==> config.mk <==
export PLATFORM = sky130hd
export DESIGN_NAME = mystery_stream_driver_flat
export DESIGN_NICKNAME = d
export VERILOG_FILES = /design/src/rtl/mystery_stream_driver_if.sv /design/src/rtl/mystery_stream_driver.sv /design/src/flat_wrapper.sv
export SDC_FILE = /design/constraint.sdc
export NUM_CORES = 1
export LEC_CHECK = 0
export CAP_MARGIN = 0
export CORE_UTILIZATION = 48
export DETAILED_ROUTE_END_ITERATION = 8
export PLACE_DENSITY = 0.77
export SYNTH_ARGS = -nofsm -noshare
export SYNTH_HDL_FRONTEND = slang
export SYNTH_SLANG_ARGS = --single-unit
==> constraint.sdc <==
create_clock -name clk -period 2 [get_ports clk]
set_input_delay 0.3 -clock clk [delete_from_list [all_inputs] [get_ports clk]]
set_output_delay 0.3 -clock clk [all_outputs]
set_load 0.005 [all_outputs]
==> src/rtl/mystery_stream_driver_if.sv <==
// Bus between the upstream source and the stream driver: load/ready handshake,
// captured operands, pause, and the serial x1/x2/s stream with its framing.
interface mystery_stream_driver_if #(
  parameter int W = 8
);
  logic         load;
  logic         ready;
  logic [W-1:0] word_a;
  logic [W-1:0] word_b;
  logic [W-1:0] sel_word;
  logic [1:0]   mode;
  logic         pause;
  logic         x1;
  logic         x2;
  logic         s;
  logic         valid;
  logic         last;
  logic         done;

  // Upstream side: issues transfers and consumes the stream.
  modport master (
    output load, word_a, word_b, sel_word, mode, pause,
    input  ready, x1, x2, s, valid, last, done
  );

  // Driver side.
  modport slave (
    input  load, word_a, word_b, sel_word, mode, pause,
    output ready, x1, x2, s, valid, last, done
  );
endinterface

==> src/rtl/mystery_stream_driver.sv <==
// Serializes two captured words MSB-first onto x1/x2 and generates the select s
// for a downstream 2:1 selector, with valid/last/done framing.
module mystery_stream_driver #(
  parameter int W = 8
) (
  input  logic                   clk,
  input  logic                   rst_n,
  mystery_stream_driver_if.slave bus
);

  localparam int CW = $clog2(W);

  localparam logic [1:0] IDLE  = 2'd0;
  localparam logic [1:0] SHIFT = 2'd1;
  localparam logic [1:0] DONE  = 2'd2;

  localparam logic [1:0] MODE_ZERO = 2'b00;
  localparam logic [1:0] MODE_ONE  = 2'b01;
  localparam logic [1:0] MODE_ALT  = 2'b10;

  // Parity of the MSB index: alternate mode emits 0 on the MSB.
  localparam logic MSB_PAR = 1'((W - 1) % 2);

  logic [1:0]    state;
  logic [CW-1:0] cnt;
  logic [W-1:0]  a_q;
  logic [W-1:0]  b_q;
  logic [W-1:0]  sel_q;
  logic [1:0]    mode_q;

  // NOTE: the captured data registers are reset too, so x1/x2/s are
  // guaranteed 0 out of reset regardless of what decodes them.
  always_ff @(posedge clk or negedge rst_n) begin
    if (!rst_n) begin
      state  <= IDLE;
      cnt    <= '0;
      a_q    <= '0;
      b_q    <= '0;
      sel_q  <= '0;
      mode_q <= MODE_ZERO;
    end else begin
      case (state)
        IDLE: begin
          if (bus.load) begin
            a_q    <= bus.word_a;
            b_q    <= bus.word_b;
            sel_q  <= bus.sel_word;
            mode_q <= bus.mode;
            cnt    <= CW'(W - 1);
            state  <= SHIFT;
          end
        end
        SHIFT: begin
          // pause freezes the counter, so every decoded output holds too.
          if (!bus.pause) begin
            if (cnt == '0) state <= DONE;
            else           cnt   <= cnt - 1'b1;
          end
        end
        DONE:    state <= IDLE;
        default: state <= IDLE;
      endcase
    end
  end

  logic in_shift;
  logic s_bit;

  // NOTE: every output below gets a default first, so no latch is inferred.
  always_comb begin
    in_shift = (state == SHIFT);
    case (mode_q)
      MODE_ZERO: s_bit = 1'b0;
      MODE_ONE:  s_bit = 1'b1;
      MODE_ALT:  s_bit = MSB_PAR ^ cnt[0];
      default:   s_bit = sel_q[cnt];
    endcase

    bus.ready = (state == IDLE);
    bus.valid = in_shift;
    bus.done  = (state == DONE);
    bus.last  = in_shift && (cnt == '0);
    bus.x1    = 1'b0;
    bus.x2    = 1'b0;
    bus.s     = 1'b0;
    if (in_shift) begin
      bus.x1 = a_q[cnt];
      bus.x2 = b_q[cnt];
      bus.s  = s_bit;
    end
  end

endmodule

==> src/flat_wrapper.sv <==
// flat-port wrapper written by rule: the top's interface ports become plain ports
module mystery_stream_driver_flat 
#(
  parameter int W = 8
)
  (clk, rst_n, bus_load, bus_word_a, bus_word_b, bus_sel_word, bus_mode, bus_pause, bus_ready, bus_x1, bus_x2, bus_s, bus_valid, bus_last, bus_done);
  mystery_stream_driver_if #(.W(W)) bus_i ();
  input  logic clk;
  input  logic rst_n;
  input wire logic [$bits(bus_i.load)-1:0] bus_load;
  input wire logic [$bits(bus_i.word_a)-1:0] bus_word_a;
  input wire logic [$bits(bus_i.word_b)-1:0] bus_word_b;
  input wire logic [$bits(bus_i.sel_word)-1:0] bus_sel_word;
  input wire logic [$bits(bus_i.mode)-1:0] bus_mode;
  input wire logic [$bits(bus_i.pause)-1:0] bus_pause;
  output wire logic [$bits(bus_i.ready)-1:0] bus_ready;
  output wire logic [$bits(bus_i.x1)-1:0] bus_x1;
  output wire logic [$bits(bus_i.x2)-1:0] bus_x2;
  output wire logic [$bits(bus_i.s)-1:0] bus_s;
  output wire logic [$bits(bus_i.valid)-1:0] bus_valid;
  output wire logic [$bits(bus_i.last)-1:0] bus_last;
  output wire logic [$bits(bus_i.done)-1:0] bus_done;
  assign bus_i.load = bus_load;
  assign bus_i.word_a = bus_word_a;
  assign bus_i.word_b = bus_word_b;
  assign bus_i.sel_word = bus_sel_word;
  assign bus_i.mode = bus_mode;
  assign bus_i.pause = bus_pause;
  assign bus_ready = bus_i.ready;
  assign bus_x1 = bus_i.x1;
  assign bus_x2 = bus_i.x2;
  assign bus_s = bus_i.s;
  assign bus_valid = bus_i.valid;
  assign bus_last = bus_i.last;
  assign bus_done = bus_i.done;
  mystery_stream_driver #(.W(W)) u_core (.clk(clk), .rst_n(rst_n), .bus(bus_i));
endmodule
==> Yosys cells after proc, flatten, opt, wreduce, memory -nomap -nowiden <==
Index checks and enable logic that the tools add are counted.
{ "op_classes": {"add_sub_neg": 1, "n_mul": 0, "div_mod_pow": 0, "n_lt_le_gt_ge": 1, "n_eq_ne": 8, "shifts": 0, "mux": 18, "bitwise_logic": 1, "reduce_logical": 8} }
{ "op_table": {"columns": ["op", "n"], "rows": [
  ["$bmux 1 s3", 3],
  ["$mux 3", 3],
  ["$mux 1", 6],
  ["$mux 2", 3],
  ["$ne 2x2->1 const B", 3],
  ["$pmux 3 s2", 1],
  ["$eq 2x1->1 const B", 2],
  ["$eq 2x2->1 const B", 2],
  ["$logic_not 2->1", 2],
  ["$lt 3x4->1 const B", 1],
  ["$pmux 2 s2", 1],
  ["$reduce_and 4->1", 1],
  ["$logic_not 3->1", 1],
  ["$pmux 1 s3", 1],
  ["$reduce_and 3->1", 1],
  ["$sub 3x1->3 const B", 1],
  ["$ne 2x1->1 const B", 1],
  ["$reduce_and 2->1", 1],
  ["$reduce_bool 2->1", 1],
  ["$logic_and 1x1->1", 1],
  ["$not 1->1", 1]
]} }
{ "word_totals": {"ff_bits": 31, "latch_bits": 0, "mem_bits_rw": 0, "romBits": 0, "input_bits": 30, "elab_cells": 43, "mem_count": 0} }

==> Depth between registers and ports, before layout <==
{ "logic_depth": {"ltp_word": 4, "depth_mapped": 6} }

==> Worst setup path after synthesis <==
Ideal clock, no wire load.
{ "synth_path": {"path_kind": "reg-to-output", "from": "register u_core.cnt[0]", "to": "output bus_s", "arrival_ns": 1.387, "required_time_ns": 1.700, "slack_ns": 0.313, "path_stages_with_launch": 5, "cell_sequence": "dfrtp_1 buf_6 mux2i_1 mux4_2 a311oi_1"} }
{ "synth_between": {"elab_chain_len": 4, "elab_cells_between_ends": 5} }
{ "synth_lines": {"columns": ["element", "line_no", "source"], "rows": [
  ["start: declaration", "mystery_stream_driver.sv:25", "logic [CW-1:0] cnt;"],
  ["start signal: assignment", "mystery_stream_driver.sv:49", "cnt <= CW'(W - 1);"],
  ["start signal: assignment", "mystery_stream_driver.sv:57", "else cnt <= cnt - 1'b1;"],
  ["$bmux 1 s3", "mystery_stream_driver.sv:76", "default: s_bit = sel_q[cnt];"],
  ["$mux 1 (not written as such)", "mystery_stream_driver.sv:76", null],
  ["$pmux 1 s3 *", "mystery_stream_driver.sv:72", "case (mode_q)"],
  ["$mux 1 *", "mystery_stream_driver.sv:86", "if (in_shift) begin"],
  ["end: declaration", "flat_wrapper.sv:19", "output wire logic [$bits(bus_i.s)-1:0] bus_s;"]
]} }
Mark *: on every way between the ends. The rest lies on a longest branch, timed or not. The select of a mux whose other input is x is not followed.

==> Worst setup path after layout <==
Same ends and word-level chain as after synthesis.

==> impl_metrics.json <==
{
  "netlist_area_um2": 1460,
  "r2r-end": "u_core.cnt[1]$_DFFE_PN0P_",
  "viasPerCell": 5.54,
  "grt_max_degree": 32,
  "grt_pass1_wl_mm": 4.57,
  "ant_nets": 0,
  "cts_hold_buf": 0,
  "synthCells": 101,
  "vias": 1014,
  "wire_per_inst_um": 15.2,
  "ir_drop_mv": 0.768,
  "r2r_start": "u_core.cnt[0]$_DFFE_PN0P_",
  "clkTransAtPathRegs_ns": 0.10,
  "setup_viol": 3,
  "ff2ff_setup_slack_ns": 0.48,
  "io_pins": 37,
  "dpl_cell_area_um2": 1870,
  "utilization_pct": 70.7,
  "drt_wl_total_mm": 2.77,
  "final_common_cell": "clkdlybuf4s50_1",
  "cp-start-kind": "flip-flop",
  "reg2reg_depth": 7,
  "arrival_ns": 1.83,
  "max-cap-violations": 0,
  "hold_viol_final": 0,
  "nets": 183,
  "antenna_found_initial": 0,
  "worstPathCellList": "buf_6 -> mux2i_1 -> mux4_2 -> a311oi_2 -> buf_2",
  "drc_errors": 6,
  "fin_worst_skew_ns": 0.00864,
  "drt_iter0_markers": 14,
  "crit_path_max_incr_delay_ns": 0.48,
  "worstSetupEndpoint": "bus_s",
  "dr.pass1.iters": 6,
  "globalRouteOverflowTotal": 0,
  "cts_made_buffers": 5,
  "syn_avg_cell_area_um2": 14.4,
  "grt_pass1_vias": 1052,
  "critPathSlowestCell": "mux4_2",
  "drive_gt1_share_pct": 38.8,
  "synth_cell_types": 22,
  "violations": "DRC, setup timing",
  "crit_type": "flip-flop to primary output",
  "clkSinkCount": 31,
  "critPathLaunch": "u_core.cnt[0]$_DFFE_PN0P_",
  "antenna_cells": 0,
  "rows": 19,
  "fmax_ghz": 0.469,
  "dieArea_um2": 3260,
  "power.density_nw_per_um2": 1410,
  "crit_fanout": 5,
  "cts_tree": "yes",
  "rsz0062_at_grt": "yes",
  "port_buffers": 36,
  "numPlacedInstances": 169,
  "seq_area_frac_synth_pct": 53.3,
  "cellLeakagePower_nw": 0.869,
  "initial_utilization_pct": 51.9,
  "max_slew_margin_pct": 74.5,
  "crit_path_end_kind": "primary output",
  "place_congestion": 0.771,
  "layout_common_cells": "32 x clkdlybuf4s50_1, 30 x dfrtp_1, 26 x mux2_2",
  "clockRootBuffer": "clkbuf_4",
  "hp-class": "input port to async pin",
  "insertion_delay_ns": 0.33,
  "status": "complete, but fails checks",
  "cts.path.max_buffers": 2,
  "required_ns": 1.70,
  "core_um2": 2810,
  "layout_setup_ws_ns": -0.134,
  "syn_nets": 133,
  "fill_cells": 223,
  "ctsHtreeMaxLevel": 2,
  "fp.dieW_um": 57.1,
  "grt_usage_pct": 19.4,
  "slew_violations": 0,
  "period_minus_slack_ns": 2.13,
  "final.period_utilization_pct": 107,
  "instances_no_fill": 183,
  "yosysWarnings": 0,
  "place_hpwl_mm": 1.95,
  "die_h_um": 57.1,
  "syn_to_final_growth_pct": 36.3,
  "final_cell_area_um2": 1980,
  "total_power_mw": 2.79,
  "synth_seq_cells": 31,
  "tightest_slew_ns": 0.383
}
[logic make-up (layout without fill, tap and decap cells)]
group	count (synthesis)	after routing	share of synthesized area, %
mux	39	39	34.4
flops	31	31	53.3
simple gates	15	15	5.25
buf+inv	9	60	3.09
compound gates	5	5	2.24
fa+ha+maj	2	2	1.72
[how the worst min path moves through the flow]
stage                                    from  slack (ns)                      endpoint  depth (start not counted)
CTS                                     rst_n        0.36  u_core.mode_q[0]$_DFFE_PN0P_                          2
global route                            rst_n        0.36  u_core.mode_q[0]$_DFFE_PN0P_                          2
global placement    u_core.a_q[6]$_DFFE_PN0P_        0.48     u_core.a_q[6]$_DFFE_PN0P_                          1
detailed placement  u_core.b_q[4]$_DFFE_PN0P_        0.49     u_core.b_q[4]$_DFFE_PN0P_                          1
finish                                  rst_n        0.35  u_core.mode_q[1]$_DFFE_PN0P_                          2
floorplan                               rst_n       0.004     u_core.a_q[0]$_DFFE_PN0P_                          0
[worst max-delay path: cells and delay by family, from the launching register on]
family	cells	cell delay, ns
buf+inv	2	0.29
mux	2	0.59
compound gates	1	0.19
flops	1	0.43
[routing by layer]
metal | global-route usage (%) | share of wire, %
met1 | 22.2 | 40
met2 | 31.8 | 51
met3 | 7.71 | 5.7
met4 | 9.76 | 2.9
met5 | 0 | 0
[cell usage after synthesis]
cell | instances | area [um^2]
mux2i_1 | 8 | 80.1
mux2_2 | 26 | 293
dfrtp_1 | 31 | 776
inv_1 | 4 | 15.0
nor2b_1 | 1 | 6.26
nor3_1 | 1 | 5.00
and4_1 | 1 | 8.76
a311oi_1 | 1 | 8.76
ha_1 | 2 | 25.0
clkbuf_1 | 1 | 3.75
nor3b_1 | 1 | 7.51
a21oi_1 | 1 | 5.00
buf_6 | 1 | 11.3
and3_1 | 1 | 6.26
mux4_2 | 1 | 22.5
o21ai_0 | 2 | 10.0
nand2b_1 | 2 | 12.5
mux4_1 | 4 | 105
nand2_1 | 2 | 7.51
a41oi_1 | 1 | 8.76
nor2_1 | 6 | 22.5
buf_2 | 3 | 15.0
[repair_timing]
action	4_1_cts	5_1_grt
setup endpoints to repair	5	4
pin swaps	1	1
setup buffers	4	2
gates resized for setup	19	6
[sequential cells by signal, indices dropped and copies added, names as in the netlist]
register       cells
u_core.a_q         8
u_core.b_q         8
u_core.cnt         3
u_core.mode_q      2
u_core.sel_q       8
u_core.state       2
[through the flow]
stage | hold WS, ns | setup TNS (ns) | setup slack (ns)
global route | 0.359 | -0.519 | -0.223
global placement | 0.483 | -0.446 | -0.158
CTS | 0.360 | -0.249 | -0.140
detailed placement | 0.491 | -0.540 | -0.190
floorplan | 0.00441 | 0 | 0.313
finish | 0.352 | -0.206 | -0.134
[layout make-up]
class	count	area, um^2	area share (%)
repair buffers	48	445	22.5
well taps	31	38.8	1.96
flip-flops and latches	31	777	39.2
clock buffers	8	68.8	3.47
multi-input cells	61	638	32.2
inverters	4	15.0	0.757
[where the power goes]
group	internal [mW]	total, mW	switching [mW]
Combinational	0.802	1.25	0.445
Sequential	0.937	1.13	0.196
Clock	0.207	0.413	0.207
No activity file was read; power rests on OpenSTA's default activity.
